**src/rtl/serial_pattern_tx.sv**
```systemverilog
// Serial pattern transmitter.
// Latches a pattern, repeat count and gap option on an accepted start, then
// shifts the pattern out MSB-first, one bit per clock, for the requested
// number of repetitions. An optional single idle cycle separates repetitions.
// All outputs are registered and are derived from the next-state values, so a
// pattern bit is visible in the cycle that immediately follows the load edge.
//
// state | meaning
// ------+-----------------------------------------------------------------
// IDLE  | waiting for start with reps != 0
// SEND  | driving one pattern bit per cycle
// GAP   | one idle-level cycle between repetitions
// DONE  | one-cycle completion pulse, then back to IDLE

module serial_pattern_tx #(
    parameter int   PAT_BITS   = 4,
    parameter int   CNT_BITS   = 4,
    parameter logic IDLE_VALUE = 1'b0
) (
    input  logic                clk,
    input  logic                rst,
    input  logic                start,
    input  logic [PAT_BITS-1:0] pattern,
    input  logic [CNT_BITS-1:0] reps,
    input  logic                gap_en,
    input  logic                abort,
    output logic                serial_out,
    output logic                bit_valid,
    output logic                busy,
    output logic                done
);

    localparam int BW = (PAT_BITS > 1) ? $clog2(PAT_BITS) : 1;
    localparam logic [BW-1:0] LAST_BIT = BW'(PAT_BITS - 1);

    typedef enum logic [1:0] {
        S_IDLE = 2'd0,
        S_SEND = 2'd1,
        S_GAP  = 2'd2,
        S_DONE = 2'd3
    } state_t;

    state_t              state_q, state_d;
    logic [PAT_BITS-1:0] shift_q, shift_d;
    logic [PAT_BITS-1:0] pat_q, pat_d;
    logic [BW-1:0]       bit_cnt_q, bit_cnt_d;
    logic [CNT_BITS-1:0] rep_cnt_q, rep_cnt_d;
    logic                gap_q, gap_d;

    logic serial_out_d, bit_valid_d, busy_d, done_d;
    logic serial_out_q, bit_valid_q, busy_q, done_q;

    // State and datapath registers.
    always_ff @(posedge clk or posedge rst) begin
        if (rst) begin
            state_q   <= S_IDLE;
            shift_q   <= '0;
            pat_q     <= '0;
            bit_cnt_q <= '0;
            rep_cnt_q <= '0;
            gap_q     <= 1'b0;
        end else begin
            state_q   <= state_d;
            shift_q   <= shift_d;
            pat_q     <= pat_d;
            bit_cnt_q <= bit_cnt_d;
            rep_cnt_q <= rep_cnt_d;
            gap_q     <= gap_d;
        end
    end

    // Next-state and datapath update; abort wins over everything while busy.
    always_comb begin
        state_d   = state_q;
        shift_d   = shift_q;
        pat_d     = pat_q;
        bit_cnt_d = bit_cnt_q;
        rep_cnt_d = rep_cnt_q;
        gap_d     = gap_q;

        unique case (state_q)
            S_IDLE: begin
                if (start && (reps != '0)) begin
                    pat_d     = pattern;
                    shift_d   = pattern;
                    rep_cnt_d = reps;
                    gap_d     = gap_en;
                    bit_cnt_d = '0;
                    state_d   = S_SEND;
                end
            end
            S_SEND: begin
                if (abort) begin
                    state_d   = S_IDLE;
                    shift_d   = '0;
                    bit_cnt_d = '0;
                    rep_cnt_d = '0;
                end else if (bit_cnt_q != LAST_BIT) begin
                    shift_d   = {shift_q[PAT_BITS-2:0], 1'b0};
                    bit_cnt_d = bit_cnt_q + BW'(1);
                end else begin
                    // Repetition boundary: the counter holds repetitions still
                    // owed, including the one just finished.
                    rep_cnt_d = rep_cnt_q - CNT_BITS'(1);
                    bit_cnt_d = '0;
                    if (rep_cnt_q == CNT_BITS'(1)) begin
                        state_d = S_DONE;
                        shift_d = '0;
                    end else if (gap_q) begin
                        state_d = S_GAP;
                        shift_d = '0;
                    end else begin
                        shift_d = pat_q;
                    end
                end
            end
            S_GAP: begin
                if (abort) begin
                    state_d   = S_IDLE;
                    rep_cnt_d = '0;
                end else begin
                    state_d   = S_SEND;
                    shift_d   = pat_q;
                    bit_cnt_d = '0;
                end
            end
            S_DONE: begin
                state_d = S_IDLE;
            end
            default: begin
                state_d = S_IDLE;
            end
        endcase
    end

    // Output decode from next-state values so outputs can be registered
    // without adding a cycle of latency.
    always_comb begin
        serial_out_d = IDLE_VALUE;
        bit_valid_d  = 1'b0;
        busy_d       = 1'b0;
        done_d       = 1'b0;
        unique case (state_d)
            S_SEND: begin
                serial_out_d = shift_d[PAT_BITS-1];
                bit_valid_d  = 1'b1;
                busy_d       = 1'b1;
            end
            S_GAP: begin
                busy_d = 1'b1;
            end
            S_DONE: begin
                done_d = 1'b1;
            end
            default: begin
                serial_out_d = IDLE_VALUE;
            end
        endcase
    end

    // Output registers.
    always_ff @(posedge clk or posedge rst) begin
        if (rst) begin
            serial_out_q <= IDLE_VALUE;
            bit_valid_q  <= 1'b0;
            busy_q       <= 1'b0;
            done_q       <= 1'b0;
        end else begin
            serial_out_q <= serial_out_d;
            bit_valid_q  <= bit_valid_d;
            busy_q       <= busy_d;
            done_q       <= done_d;
        end
    end

    assign serial_out = serial_out_q;
    assign bit_valid  = bit_valid_q;
    assign busy       = busy_q;
    assign done       = done_q;

endmodule

```
**config.mk**
```make
export PLATFORM = sky130hd
export DESIGN_NAME = serial_pattern_tx
export DESIGN_NICKNAME = d
export VERILOG_FILES = /design/src/rtl/serial_pattern_tx.sv
export SDC_FILE = /design/constraint.sdc
export NUM_CORES = 1
export LEC_CHECK = 0
export CAP_MARGIN = 10
export CORE_MARGIN = 8
export CORE_UTILIZATION = 35
export DETAILED_ROUTE_END_ITERATION = 7
export DONT_BUFFER_PORTS = 1
export GPL_TIMING_DRIVEN = 0
export PLACE_DENSITY = 0.51
export REMOVE_ABC_BUFFERS = 1
export SETUP_SLACK_MARGIN = 0.05
export SYNTH_ARGS = -nofsm -noshare
export SYNTH_HDL_FRONTEND = slang
export SYNTH_SLANG_ARGS = --single-unit
```
**constraint.sdc**
```tcl
create_clock -name clk -period 2.2 [get_ports clk]
set_input_delay 0.44 -clock clk [delete_from_list [all_inputs] [get_ports clk]]
set_output_delay 0.44 -clock clk [all_outputs]
set_load 0.05 [all_outputs]
```
==> impl_metrics.toml <==
[min_path]
hp-class = "primary input to async pin"

[route]
wl_per_cell_um = 15.5
ant_nets = 0
drt_iter0_markers = 18
wl_met1_um = 1100
route.detailed.drc = 0
dr_wl_met3_um = 162
highest_layer = "met4"
wl_met2_um = 1230
vias_per_cell = 5.36
dr.pass1.iters = 5
drt_wl_total_um = 2520
vias = 873

[cells_and_area]
nNetsFinal = 140
multiInputGateArea_um2 = 629
fin_cells = 163
stdcell_area_um2 = 1290
final_util_pct = 38.9
antennaDiodeCount = 0
regArea_um2 = 526
fillers = 360
drive_gt1_share_pct = 11.1
area_growth_pct = 6.96

[cts]
cts.path.max_buffers = 2
worstSkewPairLatency_ns = 0.30
cts.htree.levels = 1
clockRootBuffer = "clkbuf_4"
cts_sinks = 21
cts_made_buffers = 3
cts.clk_slew.worst_paths_ns = 0.12
cts_tree = "built"

[sta]
slew_headroom_pct = 43.9
timing.fmax_mhz = 525
hold_viol = 0
grt_setup_unrepaired = "no"
clock-skew-final_ns = 0.00418
period_share_pct = 86.6
setup_viol = 0
postLayoutSetupSlackWorst_ns = 0.294
fin_crit_ns = 1.91
tightest_slew_ns = 0.840
final_max_slew_viol_count = 0

[power_and_ir_drop]
pwr-share-clk_pct = 12.1
seq_power_share_pct = 48.5
swShare_pct = 43.1
leakage_nw = 0.553
peakVddDrop_v = 0.000471
p_switching_mw = 0.668
intPower_mw = 0.880
pwr_density_cell_nw_per_um2 = 1200
p_comb_share_pct = 39.5

[yosys]
yosys.area.top_type = "dfrtp_1"
avgSynthCellArea_um2 = 10.4
synth_area_um2 = 1200
yosysSeqAreaShare_pct = 43.7
synth-warning-count = 0
synth-async-reset-ratio_pct = 100
synth-edff-count = 0
synth_cell_type_count = 39
synthFlopType = "dfrtp_1"
ys_seq_elements = 21
yosys.area.top_type_share_pct = 43.7
synthTopCellsByArea = "dfrtp_1 (44%), ha_1 (9.4%), o31ai_1 (4.4%), mux2_2 (3.7%), inv_1 (3.4%)"
synthCells = 116

[floorplanning]
rows = 21
start_util_pct = 36.4
die_area_um2 = 5570
die_w_um = 74.6
die_y_um = 74.6
io_pins = 17
core_area_um2 = 3310

[critical_path]
path_class = "flip-flop to flip-flop"
path_max_fanout = 5
worstPathArrival_ns = 2.12
end_kind = "flip-flop"
cp-start-kind = "flip-flop"
worstPathRequired_ns = 2.41

[grt]
grt_max_degree = 22
overflow = 0
antenna_found_initial = 0
grt.total_usage_pct = 9.51
grt_pass1_vias = 823
grt_pass1_wl_um = 4040

[placement]
port_buffers = 0
placedCellCount = 158
place_area_um2 = 1240
hpwlAfterDp_um = 1920
dp_slack_ns = -0.0609
gp_congestion = 0.782

[run_status]
outcome = "complete, no violations"

[job]
drv_cap = 0
-- worst max-delay path, stage by stage, from the launching register on --
cell and delay, ns:
dfrtp_1 0.45, inv_1 0.10, ha_1 0.20, nor2b_1 0.25, a211oi_1 0.13, a31oi_2 0.22, ha_1 0.21, inv_1 0.05
a211oi_1 0.22
-- cells by family (layout without fill, tap and decap cells) --
group,after synthesis,after routing,share of synthesized area [%]
flip-flops,21,21,43.7
AO/OA/AOI/OAI,35,35,22.3
multiplexers,8,8,7.38
adder cells (fa/ha/maj),9,9,9.36
AND/OR/NAND/NOR,28,28,11.7
buffers and inverters,15,16,5.51
-- layout make-up --
type                            count  area share [%]
Clock buffer                        4            2.04
Inverter                           11            3.21
Multi-Input combinational cell     80            48.9
Sequential cell                    21            40.8
Tap cell                           46            4.47
Timing Repair Buffer                1           0.583
-- state kept, by name (all words and copies together), names as in the netlist --
register	flops
state_q	2
rep_cnt_q	4
busy	1
done	1
bit_cnt_q	2
pat_q	4
serial_out	1
gap_q	1
shift_q	4
bit_valid	1
-- path summary, 6_finish.rpt --
check / startpoint / endpoint / slack [ns] / depth (start not counted)
max: state_q[1] / serial_out / 0.29 / 8
min: rst / rep_cnt_q[0] / 0.18 / 1
max reg2reg: state_q[1] / serial_out / 0.29 / 8
min reg2reg: shift_q[0] / shift_q[0] / 0.50 / 2
max in group asynchronous: rst / bit_valid / 1.50 / 1
min in group clk: gap_en / gap_q / 0.26 / 1
-- timing repair --
action | CTS | global route
endpoints found under the setup margin | 1 | 1
hold buffers | 0 | 0
buffers inserted | 0 | 1
hold endpoints to repair | 0 | 0
gates cloned | 0 | 0
gates resized for setup | 1 | 2
-- cell usage after synthesis (2+ instances only) --
master     n
a211oi_1   2
a21oi_1    5
a222oi_1   2
buf_2      2
dfrtp_1   21
ha_1       9
inv_1     11
mux2_1     3
mux2_2     4
nand2_1    8
nand2b_1   2
nor2_1     6
nor2b_1    3
nor3b_1    2
o21ai_0    5
o31ai_1    7
o41ai_2    2
-- metrics by stage --
step                TNS (ns)  power (mW)  hold slack, ns
floorplan                  0        1.19           0.417
global placement     -0.0519        1.33           0.468
detailed placement   -0.0609        1.34           0.473
CTS                        0        1.54           0.205
global route               0        1.68           0.233
finish                     0        1.55           0.178
-- power groups by stage --
stage          clock, mW  combinational, mW  sequential [mW]
5_1_grt            0.211              0.692            0.774
6_report           0.187              0.611            0.750
3_3_place_gp           0              0.576            0.750
3_5_place_dp           0              0.587            0.753
2_1_floorplan          0              0.473            0.719
4_1_cts            0.196              0.592            0.748
-- cell usage in the layout (no fill, tap or decap), types with 2 or more instances in the layout --
| cell type | netlist | layout |
|---|---|---|
| mux2_1 | 3 | 3 |
| nand2_1 | 8 | 8 |
| a222oi_1 | 2 | 2 |
| nand2b_1 | 2 | 2 |
| a21oi_1 | 5 | 5 |
| clkbuf_4 | 0 | 3 |
| inv_1 | 11 | 11 |
| dfrtp_1 | 21 | 21 |
| o21ai_0 | 5 | 5 |
| o41ai_2 | 2 | 2 |
| mux2_2 | 4 | 4 |
| o31ai_1 | 7 | 7 |
| ha_1 | 9 | 9 |
| nor2_1 | 6 | 6 |
| a211oi_1 | 2 | 2 |
| nor2b_1 | 3 | 3 |
-- layer usage --
| layer | vias up | global-route usage (%) |
|---|---|---|
| li1 | 424 | - |
| met1 | 425 | 11.4 |
| met2 | 20 | 15.6 |
| met3 | 4 | 2.53 |
| met4 | 0 | 4.13 |
| met5 | - | 0 |
(Power assumes the default switching activity.)
